`src/rtl/ibus_axi_refill_bridge.sv`:
```
// Instruction-cache refill bridge: turns a single cmd/rsp line request into one
// AXI4 INCR read burst, returning beats in order and flagging response/RLAST errors.
module ibus_axi_refill_bridge #(
    parameter int unsigned ADDR_WIDTH = 32,
    parameter int unsigned DATA_WIDTH = 32,
    parameter int unsigned LINE_WORDS = 8,
    parameter int unsigned AXI_ID     = 0,
    parameter int unsigned CNT_WIDTH  = 16
) (
    input  logic                  ACLK,
    input  logic                  ARESETN,
    input  logic                  cmd_valid,
    output logic                  cmd_ready,
    input  logic [ADDR_WIDTH-1:0] cmd_pc,
    output logic                  rsp_valid,
    output logic [DATA_WIDTH-1:0] rsp_data,
    output logic                  rsp_error,
    output logic                  M_AXI_ARID,
    output logic [ADDR_WIDTH-1:0] M_AXI_ARADDR,
    output logic [7:0]            M_AXI_ARLEN,
    output logic [2:0]            M_AXI_ARSIZE,
    output logic [1:0]            M_AXI_ARBURST,
    output logic [2:0]            M_AXI_ARPROT,
    output logic [3:0]            M_AXI_ARCACHE,
    output logic                  M_AXI_ARVALID,
    input  logic                  M_AXI_ARREADY,
    input  logic [DATA_WIDTH-1:0] M_AXI_RDATA,
    input  logic [1:0]            M_AXI_RRESP,
    input  logic                  M_AXI_RLAST,
    input  logic                  M_AXI_RVALID,
    output logic                  M_AXI_RREADY,
    output logic                  err_sticky,
    input  logic                  err_clear,
    output logic [CNT_WIDTH-1:0]  refill_count,
    output logic                  busy
);

    localparam int unsigned OFS_BITS = $clog2(LINE_WORDS * DATA_WIDTH / 8);
    localparam int unsigned BEAT_W   = (LINE_WORDS > 1) ? $clog2(LINE_WORDS) : 1;
    localparam logic [ADDR_WIDTH-1:0] LINE_MASK = {ADDR_WIDTH{1'b1}} << OFS_BITS;
    localparam logic [BEAT_W-1:0]     LAST_BEAT = BEAT_W'(LINE_WORDS - 1);

    typedef enum logic [1:0] {
        S_IDLE,
        S_ADDR,
        S_DATA
    } state_t;

    state_t                r_state;
    state_t                w_state_nxt;
    logic                  r_cmd_ready;
    logic                  r_arvalid;
    logic                  r_rready;
    logic                  r_busy;
    logic [ADDR_WIDTH-1:0] r_araddr;
    logic [BEAT_W-1:0]     r_beat;
    logic                  r_rsp_valid;
    logic [DATA_WIDTH-1:0] r_rsp_data;
    logic                  r_rsp_error;
    logic                  r_err_sticky;
    logic [CNT_WIDTH-1:0]  r_refill_count;

    logic w_cmd_fire;
    logic w_ar_fire;
    logic w_r_fire;
    logic w_final;
    logic w_resp_err;
    logic w_set_err;
    logic w_count_inc;

    assign w_cmd_fire  = cmd_valid & r_cmd_ready;
    assign w_ar_fire   = r_arvalid & M_AXI_ARREADY;
    assign w_r_fire    = M_AXI_RVALID & r_rready;
    assign w_final     = (r_beat == LAST_BEAT);
    assign w_resp_err  = (M_AXI_RRESP == 2'b10) | (M_AXI_RRESP == 2'b11);
    // An RLAST that disagrees with our own beat count is a protocol error either way.
    assign w_set_err   = w_r_fire & (w_resp_err | (M_AXI_RLAST != w_final));
    assign w_count_inc = w_r_fire & w_final & M_AXI_RLAST;

    always_comb begin
        w_state_nxt = r_state;
        case (r_state)
            S_IDLE: if (w_cmd_fire) w_state_nxt = S_ADDR;
            S_ADDR: if (w_ar_fire) w_state_nxt = S_DATA;
            S_DATA: if (w_r_fire & (w_final | M_AXI_RLAST)) w_state_nxt = S_IDLE;
            default: w_state_nxt = S_IDLE;
        endcase
    end

    // Handshake outputs are registered copies of the next state.
    always_ff @(posedge ACLK or negedge ARESETN) begin
        if (!ARESETN) begin
            r_state        <= S_IDLE;
            r_cmd_ready    <= 1'b0;
            r_arvalid      <= 1'b0;
            r_rready       <= 1'b0;
            r_busy         <= 1'b0;
            r_araddr       <= '0;
            r_beat         <= '0;
            r_rsp_valid    <= 1'b0;
            r_rsp_data     <= '0;
            r_rsp_error    <= 1'b0;
            r_err_sticky   <= 1'b0;
            r_refill_count <= '0;
        end else begin
            r_state     <= w_state_nxt;
            r_cmd_ready <= (w_state_nxt == S_IDLE);
            r_arvalid   <= (w_state_nxt == S_ADDR);
            r_rready    <= (w_state_nxt == S_DATA);
            r_busy      <= (w_state_nxt != S_IDLE);
            if (w_cmd_fire)
                r_araddr <= cmd_pc & LINE_MASK;
            if (r_state != S_DATA)
                r_beat <= '0;
            else if (w_r_fire)
                r_beat <= r_beat + BEAT_W'(1);
            r_rsp_valid <= w_r_fire;
            r_rsp_error <= w_r_fire & w_resp_err;
            if (w_r_fire)
                r_rsp_data <= M_AXI_RDATA;
            if (w_set_err)
                r_err_sticky <= 1'b1;
            else if (err_clear)
                r_err_sticky <= 1'b0;
            if (w_count_inc)
                r_refill_count <= r_refill_count + CNT_WIDTH'(1);
        end
    end

    assign cmd_ready     = r_cmd_ready;
    assign rsp_valid     = r_rsp_valid;
    assign rsp_data      = r_rsp_data;
    assign rsp_error     = r_rsp_error;
    assign M_AXI_ARID    = 1'(AXI_ID);
    assign M_AXI_ARADDR  = r_araddr;
    assign M_AXI_ARLEN   = 8'(LINE_WORDS - 1);
    assign M_AXI_ARSIZE  = 3'($clog2(DATA_WIDTH / 8));
    assign M_AXI_ARBURST = 2'b01;
    assign M_AXI_ARPROT  = 3'b100;
    assign M_AXI_ARCACHE = 4'b0011;
    assign M_AXI_ARVALID = r_arvalid;
    assign M_AXI_RREADY  = r_rready;
    assign err_sticky    = r_err_sticky;
    assign refill_count  = r_refill_count;
    assign busy          = r_busy;

endmodule

```
`config.mk`:
```
export PLATFORM = sky130hd
export DESIGN_NAME = ibus_axi_refill_bridge
export DESIGN_NICKNAME = d
export VERILOG_FILES = /design/src/rtl/ibus_axi_refill_bridge.sv
export SDC_FILE = /design/constraint.sdc
export NUM_CORES = 1
export LEC_CHECK = 0
export ABC_AREA = 1
export ABC_CLOCK_PERIOD_IN_PS = 3940
export CAP_MARGIN = 30
export CORE_AREA = 3 3 116 118
export DETAILED_ROUTE_END_ITERATION = 6
export DIE_AREA = 0 0 119 121
export PLACE_DENSITY = 0.68
export RECOVER_POWER = 100
export SYNTH_ARGS = -nofsm -noshare
export SYNTH_HDL_FRONTEND = slang
export SYNTH_SLANG_ARGS = --single-unit
```
`constraint.sdc`:
```
create_clock -name ACLK -period 3.94 [get_ports ACLK]
set_input_delay 0.788 -clock ACLK [delete_from_list [all_inputs] [get_ports ACLK]]
set_output_delay 0.788 -clock ACLK [all_outputs]
set_load 0.005 [all_outputs]
```
* After elaboration in Yosys (flattened, before gate mapping) *
Cells that the tools add are included.

word-level totals
  flip-flop bits (word level) = 87
  output and inout port bits = 108

cells by class
  add/sub/neg operators = 2
  equal/unequal tests = 9
  mux-type cells = 8
  bitwise logic cells = 11
  reduce and logical (&&, ||, !) cells = 5

operator list
  cell                                                                    count
  16-bit by 1-bit adder with 16-bit output (second input constant)        1
  1-bit bitwise AND                                                       8
  2-bit equality test (second input constant)                             4
  2-bit two-way mux                                                       3
  3-bit two-way mux                                                       2
  2-bit case mux with 3 select lines                                      1
  2-bit nonzero test                                                      3
  2-bit by 1-bit equality test with 1-bit output (second input constant)  2
  2-bit zero test                                                         2
  3-bit by 1-bit adder with 3-bit output (second input constant)          1
  3-bit equality test (second input constant)                             1
  1-bit OR                                                                3
  1-bit two-way mux                                                       2
  2-bit != test (second input constant)                                   1
  1-bit != test                                                           1

* Logic depth before layout (Yosys ltp) *
Gate-level depths: netlist (run 1).

  depth in word-level cells = 6
  depth in mapped cells = 10
  depth with buffers taken out = 9

* Worst setup path after synthesis (run 1) *
Ideal clock, no wire load.

  path type = input port to flip-flop
  from = input port cmd_valid
  to = register r_araddr[22], in the netlist M_AXI_ARADDR[22]
  data arrival time = 1552 ps
  data required time = 3815 ps
  slack = 2263 ps
  stages on the path = 4
  cell sequence = nand2_1 -> buf_2 -> buf_4 -> mux2_2

on the way
  longest elaborated chain between the ends = 1

RTL lines
  item                  line  RTL
  from (decl)           12    input logic cmd_valid,
  1-bit bitwise AND     71    assign w_cmd_fire = cmd_valid & r_cmd_ready;
  to (signal assigned)  112   r_araddr <= cmd_pc & LINE_MASK;
  to (decl)             55    logic [ADDR_WIDTH-1:0] r_araddr;

Every way passes these cells.
A chain may end at the register's enable or synchronous reset.

* Worst setup path after layout (run 1) *
  from = input port M_AXI_RVALID
  to = register r_err_sticky, in the netlist err_sticky

on the way
  longest elaborated chain between the ends = 3
  elaborated cells between the ends (all ways) = 4
  classes of those cells = mux (1); bitwise (2); reduce/logical (1)

RTL lines
  item                                                     line  RTL
  from (decl)                                              30    input logic M_AXI_RVALID,
  1-bit bitwise AND *                                      73    assign w_r_fire = M_AXI_RVALID & r_rready;
  1-bit bitwise AND *                                      77    assign w_set_err = w_r_fire & (w_resp_err | (M_AXI_RLAST != w_final));
  1-bit two-way mux or 2-bit nonzero test (tied branches)  -
  to (signal assigned)                                     103   r_err_sticky <= 1'b0;
  to (signal assigned)                                     122   r_err_sticky <= 1'b1;
  to (signal assigned)                                     124   r_err_sticky <= 1'b0;
  to (decl)                                                60    logic r_err_sticky;

Mark *: on every way between the ends. The rest lies on a longest branch, timed or not.

==> results of run 1 <==
[worst max-delay path, delay by kind of cell]
family                 cells  cell delay (ps)
AND/OR/NAND/NOR            1              740
buffers and inverters      2             1330
AO/OA/AOI/OAI              2              300
[Yosys cell counts, types with 5 or more instances]
master,number
sky130_fd_sc_hd__mux2_2,27
sky130_fd_sc_hd__nand3_1,8
sky130_fd_sc_hd__xor2_1,5
sky130_fd_sc_hd__o21ai_0,6
sky130_fd_sc_hd__nor2_1,12
sky130_fd_sc_hd__nor2_2,6
sky130_fd_sc_hd__nand2_1,140
sky130_fd_sc_hd__buf_2,5
sky130_fd_sc_hd__buf_4,27
sky130_fd_sc_hd__inv_1,19
sky130_fd_sc_hd__dfrtp_1,87
[power groups by stage]
stage | Combinational, mW | Clock, mW | Sequential [mW]
detailed placement | 1.31 | 0 | 1.43
global route | 1.30 | 1.03 | 1.45
CTS | 1.32 | 0.983 | 1.42
global placement | 1.29 | 0 | 1.41
floorplan | 0.460 | 0 | 1.44
finish | 1.17 | 0.956 | 1.39
[area by class of cell]
type / instances / share of cell area (%)
clock buffers: 12 / 4.75
clock inverters: 4 / 1.36
inverters: 20 / 1.34
multi-input cells: 254 / 23.4
flip-flops and latches: 87 / 38.8
well taps: 172 / 3.84
repair buffers: 150 / 26.5
[path summary, 6_finish.rpt]
check / startpoint / endpoint / cells past startpoint
setup / recovery: M_AXI_RVALID / err_sticky / 5
hold / removal: rsp_data[1] / rsp_data[1] / 2
setup reg to reg: M_AXI_RREADY / r_beat[0] / 4
hold reg to reg: rsp_data[1] / rsp_data[1] / 2
max in group asynchronous: ARESETN / rsp_data[15] / 2
min in group asynchronous: ARESETN / refill_count[13] / 1
[cell families (layout without fill, tap and decap cells)]
| logic type | count (synthesis) | count (layout) |
|---|---|---|
| simple gates | 177 | 177 |
| fa+ha+maj | 4 | 4 |
| mux | 27 | 27 |
| xor+xnor | 9 | 9 |
| buf+inv | 56 | 186 |
| other cells | 2 | 26 |
| flops | 87 | 87 |
| compound gates | 11 | 11 |
[metal layers]
layer	up-vias	part of all wire (%)	GRT usage, %
met1	1357	41	14.7
met3	9	8.6	5.50
li1	1410	-	-
met4	0	1.3	4.56
met5	-	0	0
met2	104	49	20.6
[flip-flops by register name, indices dropped and copies added, names as in the netlist]
name / count
rsp_data: 32
M_AXI_ARADDR: 27
refill_count: 16
r_beat: 3
r_state: 2
M_AXI_ARVALID: 1
M_AXI_RREADY: 1
busy: 1
cmd_ready: 1
err_sticky: 1
rsp_error: 1
rsp_valid: 1
==> summary.md, run 1 <==
- **final design instance area without fill** 5610 µm²
- **number of antenna violations at the first check in global routing** 0
- **horizontal extent of the die** 119 µm
- **most common cell type on the critical path** sky130_fd_sc_hd__o21ai_0
- **predominant post-synthesis flop cell** sky130_fd_sc_hd__dfrtp_1
- **post-route worst hold slack** 472 ps
- **f_max** 0.343 GHz
- **Post-CTS Hold Buffers** 0
- **area fraction of the dominant cell type after synthesis** 58.3%
- **clock transition at the registers of the reported paths** 60 ps
- **async set-or-reset flop fraction in the synthesized netlist** 100%
- **die area** 14400 µm²
- **initial cell density of the core** 29.7%
- **cell internal power dissipation** 2.53 mW
- **net count reported at finish** 599
- **cell chosen for the clock root** sky130_fd_sc_hd__clkbuf_16
- **simple-gate area share of the yosys netlist** 19.6%
- **register bit total from synthesis** 87
- **clock latency on the worst-skew pair** 340 ps
- **starting DRC count in detailed routing** 125
- **global routing usage summed across all routing layers** 12.6%
- **multi-input gate area in the final layout** 1310 µm²
- **fill count** 1223
- **Num CTS Buffers** 9
- **DR WL/cell** 12.5 µm
- **Post-DRT Antenna Nets** 0
- **number of different library cells in the post-synthesis netlist** 26
- **CP Capture Type** register
- **total design power** 3.51 mW
- **status** finished with violations
- **CP Class** primary input to register
- **mux cell area share after synthesis** 8.14%
- **Seq. cell area** 2180 µm²
- **parity-gate share of the synthesized area counting xor and xnor cells** 2.11%
- **Tmin final** 2910 ps
- **Post-Place Setup Slack** 1090 ps
- **Max-slew headroom** -14.6%
- **Synth Area per Inst** 10.0 µm²
- **leakage dissipation** 2.76 nW
- **Crit Path Max Fanout** 37
- **pin count of the biggest net entering global routing** 72
- **count of inserted antenna diode cells** 0
- **Worst Setup Slack, final** 1030 ps
- **number of global-route vias before repair** 2968
- **Row Count** 41
- **maximum cell stage delay along the critical path** 870 ps
- **Synth Area in Compound Gates** 1.61%
- **part of the total power dissipated in sequential elements** 39.6%
- **Critical Path Source Type** primary input
- **Post-CTS Resized** 0
- **Tightest Pin Transition** 1720 ps
- **Detailed Place HPWL** 6470 µm
- **DRT Pass-1 Iters** 4
- **proportion of power drawn by the clock network** 27.2%
- **YS warnings** 0
- **FF-to-FF setup slack** 1520 ps
- **Core Area** 12600 µm²
- **post-synthesis cell count** 373
- **Final period util** 73.9%
- **remaining routing DRC violations** 0
- **H-tree lvl count** 3
- **io pins** 181
- **wirelength, routed** 8730 µm
- **area added between synthesis and finish** 50.1%
- **final count of negative-setup-slack endpoints** 0
- **number of sinks driven by the clock tree** 87
- **required time reported for the critical path endpoint** 4200 ps
- **clock tree from TritonCTS** yes
- **switching fraction of total power** 27.9%
- **chain of cells forming the critical path** clkdlybuf4s50_1 > nand2_1 > inv_2 > o21ai_0 > o21ai_0
- **vias** 2880
- **Slowest-stage cell, CP** sky130_fd_sc_hd__inv_2
- **violated checks** capacitance limit, slew limit
- **Core Util, Final** 44.6%
- **RSZ-0062 raised after global routing** false
- **global-route wire length before repair** 14500 µm
- **Max rail drop VDD** 330 µV
- **number of violations of the max-capacitance limit** 1
- **number of hold violations in the final report** 0
- **power density cells** 627 nW/µm²
- **ratio of routed vias to standard cells** 4.12
- **maximum count of clock buffers along a single path** 2
- **area share of fa/ha/maj cells after synthesis** 1.34%
- **Max Slew Vio Count** 72
- **Post-Syn Area** 3730 µm²
- **number of cells after detailed placement** 683
- **Post-synth EDFFs** 0
- **switching pwr** 0.982 mW
- **critical path arrival** 3170 ps
- **commonest non-fill, non-tap cell in the layout** sky130_fd_sc_hd__nand2_1
- **most frequent cells in the layout** sky130_fd_sc_hd__nand2_1, sky130_fd_sc_hd__dfrtp_1, sky130_fd_sc_hd__dlygate4sd3_1, sky130_fd_sc_hd__clkdlybuf4s50_1, sky130_fd_sc_hd__mux2_2
- **RePlAce Congestion** 0.751
- **Port Buffers** 148
- **proportion of power drawn by combinational gates** 33.2%
- **die span in y** 121 µm
- **fraction of final layout cells sized beyond drive strength 1** 9.87%
- **sequential area share after synthesis** 58.3%
- **Yosys top cell by area** sky130_fd_sc_hd__dfrtp_1
- **cell area after placement** 5290 µm²
- **largest cells by area after synthesis** sky130_fd_sc_hd__dfrtp_1, sky130_fd_sc_hd__nand2_1, sky130_fd_sc_hd__mux2_2
- **Tightest Hold Check Type** register to register
- **TNS Setup** 0 ps
- **GRT overflow** 0
- **combinational family with the most area after synthesis** simple AND/OR/NAND/NOR gates
- **post-CTS setup buffers** 0
- **Cell Count, Final, Fillers Out** 699
- **Max Clock Skew** 5.22 ps
Power figures use the tool's default switching activity.
==> run 2: changes to the inputs <==
--- a/config.mk
+++ b/config.mk
@@ -6,7 +6,7 @@
 export NUM_CORES = 1
 export LEC_CHECK = 0
 export ABC_AREA = 1
-export ABC_CLOCK_PERIOD_IN_PS = 3940
+export ABC_CLOCK_PERIOD_IN_PS = 2750
 export CAP_MARGIN = 30
 export CORE_AREA = 3 3 116 118
 export DETAILED_ROUTE_END_ITERATION = 6
==> constraint.sdc (replaced) <==
create_clock -name ACLK -period 2.75 [get_ports ACLK]
set_input_delay 0.55 -clock ACLK [delete_from_list [all_inputs] [get_ports ACLK]]
set_output_delay 0.55 -clock ACLK [all_outputs]
set_load 0.005 [all_outputs]
==> run 2 against run 1 <==
  * The run now ends clean
  * Combinational power grew 45%
  * Worst setup slack lost 440 ps
  * Count of clock-buffer cells in the layout unchanged
  * Via count up 1.5%
  * Utilization down 0.19 points
  * Die area unchanged
  * Routed wire length is 3.2% higher
  * Critical path type unchanged
  * First-iteration DRC count increased by 15%
  * Clock skew down 0.87 ps
  * Final cell count grew 0.14%
  * Power grew 40%
  * Sequential power grew 44%
  * Largest cell class unchanged
==> summary.md, run 2 (synthesized netlist as in run 1, its figures left out) <==
- **vias** 2922
- **required time reported for the critical path endpoint** 2970 ps
- **Final period util** 78.7%
- **wirelength, routed** 9020 µm
- **RePlAce Congestion** 0.743
- **pin count of the biggest net entering global routing** 51
- **global-route wire length before repair** 14900 µm
- **Tightest Pin Transition** 1240 ps
- **DRT Pass-1 Iters** 4
- **Crit Path Max Fanout** 15
- **critical path arrival** 2380 ps
- **fill count** 1201
- **leakage dissipation** 2.76 nW
- **number of global-route vias before repair** 3040
- **TNS Setup** 0 ps
- **Post-Place Setup Slack** 474 ps
- **clock transition at the registers of the reported paths** 60 ps
- **CP Capture Type** register
- **switching pwr** 1.41 mW
- **number of antenna violations at the first check in global routing** 0
- **proportion of power drawn by the clock network** 24.9%
- **clock tree from TritonCTS** yes
- **final design instance area without fill** 5580 µm²
- **fraction of final layout cells sized beyond drive strength 1** 10.2%
- **post-CTS setup buffers** 0
- **Detailed Place HPWL** 6830 µm
- **f_max** 0.462 GHz
- **GRT overflow** 0
- **number of violations of the max-capacitance limit** 0
- **status** complete, no violations
- **Seq. cell area** 2180 µm²
- **number of sinks driven by the clock tree** 87
- **initial cell density of the core** 29.7%
- **maximum count of clock buffers along a single path** 2
- **Post-CTS Hold Buffers** 0
- **H-tree lvl count** 3
- **power density cells** 882 nW/µm²
- **Tightest Hold Check Type** primary input to asynchronous set/reset pin
- **proportion of power drawn by combinational gates** 34.4%
- **Critical Path Source Type** primary input
- **Max Slew Vio Count** 0
- **Port Buffers** 148
- **total design power** 4.92 mW
- **area added between synthesis and finish** 49.5%
- **Worst Setup Slack, final** 586 ps
- **Row Count** 41
- **start point of the critical path** cmd_valid
- **final count of negative-setup-slack endpoints** 0
- **Max-slew headroom** 17.1%
- **most frequent cells in the layout** sky130_fd_sc_hd__nand2_1, sky130_fd_sc_hd__dfrtp_1, sky130_fd_sc_hd__dlygate4sd3_1, sky130_fd_sc_hd__clkdlybuf4s50_1, sky130_fd_sc_hd__mux2_2
- **cell area after placement** 5310 µm²
- **part of the total power dissipated in sequential elements** 40.6%
- **starting DRC count in detailed routing** 144
- **RSZ-0062 raised after global routing** false
- **flip-flop count of the largest register after layout** 32
- **global routing usage summed across all routing layers** 13.0%
- **remaining routing DRC violations** 0
- **Tmin final** 2160 ps
- **cell chosen for the clock root** sky130_fd_sc_hd__clkbuf_16
- **Post-CTS Resized** 0
- **Num CTS Buffers** 9
- **clock latency on the worst-skew pair** 330 ps
- **Max Clock Skew** 4.34 ps
- **count of inserted antenna diode cells** 0
- **Crit Reg-Reg Startpoint** cmd_ready
- **die span in y** 121 µm
- **multi-input gate area in the final layout** 1310 µm²
- **commonest non-fill, non-tap cell in the layout** sky130_fd_sc_hd__nand2_1
- **Max rail drop VDD** 464 µV
- **switching fraction of total power** 28.6%
- **Core Area** 12600 µm²
- **CP Class** primary input to register
- **Post-DRT Antenna Nets** 0
- **ratio of routed vias to standard cells** 4.17
- **cell internal power dissipation** 3.51 mW
- **io pins** 181
- **DR WL/cell** 12.9 µm
- **die area** 14400 µm²
- **number of hold violations in the final report** 0
- **horizontal extent of the die** 119 µm
- **net count reported at finish** 601
==> run 2: cell count changes in the layout (fill, tap and decap cells not counted) <==
cell / delta
sky130_fd_sc_hd__clkbuf_2: +1
sky130_fd_sc_hd__clkbuf_1: -1
sky130_fd_sc_hd__clkbuf_8: -1
sky130_fd_sc_hd__bufinv_16: -1
sky130_fd_sc_hd__dlygate4sd3_1: +1
sky130_fd_sc_hd__clkinv_4: -1
sky130_fd_sc_hd__clkinv_2: +1
sky130_fd_sc_hd__buf_4: +3
sky130_fd_sc_hd__clkdlybuf4s50_1: -1
==> run 2: per-stage QoR <==
stage	util (%)	hold WS, ps	std cells
6_report	44.4	168	700
5_1_grt	44.4	197	700
4_1_cts	44.6	180	700
3_5_place_dp	42.2	464	685
3_3_place_gp	42.2	458	685
2_1_floorplan	-	254	397
==> run 2: layout make-up <==
| type | instances | share of cell area [%] |
|---|---|---|
| Clock buffer | 12 | 4.60 |
| Timing Repair Buffer | 152 | 26.9 |
| Multi-Input combinational cell | 254 | 23.5 |
| Inverter | 20 | 1.34 |
| Tap cell | 172 | 3.86 |
| Sequential cell | 87 | 39.0 |
| Clock inverter | 3 | 0.762 |
==> run 2: worst paths after layout <==
check	end	slack [ps]	cells past startpoint
min in group ACLK	rsp_data[21]	470	2
max reg2reg	M_AXI_ARADDR[14]	940	3
min reg2reg	rsp_data[21]	470	2
max in group asynchronous	M_AXI_ARADDR[20]	1010	2
min	refill_count[9]	170	1
max	M_AXI_ARADDR[14]	590	4
==> run 2: worst max-delay path, stage by stage <==
cell                            delay [ps]
sky130_fd_sc_hd__dlygate4sd3_1         540
sky130_fd_sc_hd__nand2_1               460
sky130_fd_sc_hd__clkbuf_2              450
sky130_fd_sc_hd__mux2_2                380
==> run 2: power groups by stage <==
stage	clock, mW	combinational, mW	sequential (mW)
6_report	1.23	1.70	2.00
5_1_grt	1.33	1.89	2.06
4_1_cts	1.27	1.92	2.03
3_5_place_dp	0	1.91	2.05
3_3_place_gp	0	1.87	2.01
2_1_floorplan	0	0.659	2.06
==> run 2: per-layer routing <==
| metal | global-route usage, % | routed length, µm | up-vias |
|---|---|---|---|
| met1 | 15.0 | 3610 | 1388 |
| met5 | 0 | 0 | - |
| met4 | 4.49 | 170 | 0 |
| li1 | - | - | 1415 |
| met3 | 6.06 | 742 | 11 |
| met2 | 21.3 | 4500 | 108 |
==> run 3: changes to the inputs <==
--- a/config.mk
+++ b/config.mk
@@ -6,7 +6,7 @@
 export NUM_CORES = 1
 export LEC_CHECK = 0
 export ABC_AREA = 1
-export ABC_CLOCK_PERIOD_IN_PS = 2750
+export ABC_CLOCK_PERIOD_IN_PS = 2200
 export CAP_MARGIN = 30
 export CORE_AREA = 3 3 116 118
 export DETAILED_ROUTE_END_ITERATION = 6
==> constraint.sdc (replaced) <==
create_clock -name ACLK -period 2.2 [get_ports ACLK]
set_input_delay 0.44 -clock ACLK [delete_from_list [all_inputs] [get_ports ACLK]]
set_output_delay 0.44 -clock ACLK [all_outputs]
set_load 0.005 [all_outputs]
==> run 3 against run 2 <==
  * Clock power rose by 28%
  * Non-clock buffer count increased by 4
  * Register-to-register slack got worse by 410 ps
  * Worst setup slack worse by 240 ps
  * Global-route usage about the same
  * Via count is 1.1% higher
  * Final cell count is 0.71% higher
  * First-iteration DRC count fell by 15%
  * Critical endpoint is now M_AXI_ARADDR[19]
==> summary.md, run 3 (synthesized netlist as in run 1, its figures left out) <==
- **global routing usage summed across all routing layers** 13.0%
- **Post-CTS Resized** 0
- **fraction of final layout cells sized beyond drive strength 1** 10.5%
- **start point of the critical path** cmd_valid
- **post-CTS setup buffers** 0
- **Crit Reg-Reg Startpoint** r_beat[0]
- **clock latency on the worst-skew pair** 340 ps
- **Max Slew Vio Count** 0
- **f_max** 0.540 GHz
- **number of antenna violations at the first check in global routing** 0
- **status** complete, no violations
- **vias** 2953
- **pin count of the biggest net entering global routing** 51
- **reg2reg path depth** 8
- **number of hold violations in the final report** 0
- **ratio of routed vias to standard cells** 4.19
- **total design power** 6.21 mW
- **required time reported for the critical path endpoint** 2420 ps
- **Core Area** 12600 µm²
- **horizontal extent of the die** 119 µm
- **io pins** 181
- **number of violations of the max-capacitance limit** 0
- **Max rail drop VDD** 638 µV
- **most frequent cells in the layout** sky130_fd_sc_hd__nand2_1, sky130_fd_sc_hd__dfrtp_1, sky130_fd_sc_hd__dlygate4sd3_1, sky130_fd_sc_hd__clkdlybuf4s50_1, sky130_fd_sc_hd__mux2_2
- **Crit Path Max Fanout** 26
- **TNS Setup** 0 ps
- **Row Count** 41
- **cell area after placement** 5350 µm²
- **final count of negative-setup-slack endpoints** 0
- **net count reported at finish** 605
- **maximum count of clock buffers along a single path** 2
- **remaining routing DRC violations** 0
- **Max-slew headroom** 36.8%
- **DR WL/cell** 12.8 µm
- **die span in y** 121 µm
- **clock tree from TritonCTS** yes
- **Post-CTS Hold Buffers** 0
- **Port Buffers** 148
- **commonest non-fill, non-tap cell in the layout** sky130_fd_sc_hd__nand2_1
- **initial cell density of the core** 29.7%
- **RePlAce Congestion** 0.731
- **global-route wire length before repair** 15000 µm
- **number of global-route vias before repair** 3149
- **clock transition at the registers of the reported paths** 60 ps
- **GRT overflow** 0
- **power density cells** 1110 nW/µm²
- **Tmin final** 1850 ps
- **DRT Pass-1 Iters** 4
- **Detailed Place HPWL** 6850 µm
- **area added between synthesis and finish** 50.4%
- **wirelength, routed** 9030 µm
- **post-route worst hold slack** 237 ps
- **critical path arrival** 2070 ps
- **FF-to-FF setup slack** 530 ps
- **RSZ-0062 raised after global routing** false
- **Tightest Hold Check Type** primary input to asynchronous set/reset pin
- **termination of the worst setup path** M_AXI_ARADDR[19]
- **terminus of the critical flop-to-flop path** busy
- **count of inserted antenna diode cells** 0
- **Final period util** 84.2%
- **CP Capture Type** register
- **cell chosen for the clock root** sky130_fd_sc_hd__clkbuf_16
- **number of sinks driven by the clock tree** 87
- **Post-DRT Antenna Nets** 0
- **CP Class** primary input to register
- **Tightest Pin Transition** 948 ps
- **die area** 14400 µm²
- **leakage dissipation** 2.78 nW
- **final design instance area without fill** 5620 µm²
- **Num CTS Buffers** 9
- **H-tree lvl count** 3
- **flip-flop count of the largest register after layout** 32
- **Critical Path Source Type** primary input
- **Max Clock Skew** 4.16 ps
- **starting DRC count in detailed routing** 122
run 3: cell types whose count changed in the layout (fill, tap and decap cells not counted), sizes merged:
cell	before	now
clkbuf	14	18
buf	3	4
clkdlybuf4s50	63	64
clkinv	1	2
clkinvlp	1	0
dlygate4sd3	84	83
run 3: worst min-delay path by stage:
stage / to / depth (start not counted) / slack, ps / start
global placement: refill_count[13] / 1 / 440 / ARESETN
floorplan: M_AXI_ARADDR[10] / 0 / 140 / ARESETN
detailed placement: refill_count[13] / 1 / 440 / ARESETN
global route: refill_count[13] / 1 / 310 / ARESETN
CTS: refill_count[13] / 1 / 70 / ARESETN
finish: refill_count[13] / 1 / 240 / ARESETN
run 3: critical path, stage by stage:
cell and delay, ps:
sky130_fd_sc_hd__dlygate4sd3_1 540, sky130_fd_sc_hd__nand2_1 140, sky130_fd_sc_hd__clkbuf_2 540, sky130_fd_sc_hd__mux2_2 410
run 3: area by class of cell:
cell class              instances  area, µm²
fillers                      1207       6950
inverters                      20       75.1
multi-input cells             254       1310
clock buffers                  13        270
flip-flops and latches         87       2180
repair buffers                156       1530
clock inverters                 3       40.0
well taps                     172        215
run 3: power breakdown:
group	internal, mW	switching [mW]	total (mW)
Sequential	2.21	0.299	2.51
Clock	0.969	0.609	1.58
Combinational	1.26	0.863	2.13
run 3: metrics by stage:
stage | util [%] | instances | setup slack [ps]
4_1_cts | 45.1 | 705 | 417
2_1_floorplan | - | 397 | 825
6_report | 44.7 | 705 | 348
3_5_place_dp | 42.6 | 689 | 191
3_3_place_gp | 42.6 | 689 | 246
5_1_grt | 44.7 | 705 | 247
run 3: per-layer routing:
layer | share of wire [%] | GRT usage [%] | wire [µm]
met4 | 1.8 | 6.01 | 160
met3 | 8.3 | 5.31 | 752
met2 | 51 | 21.7 | 4570
met1 | 39 | 14.5 | 3550
met5 | 0 | 0 | 0
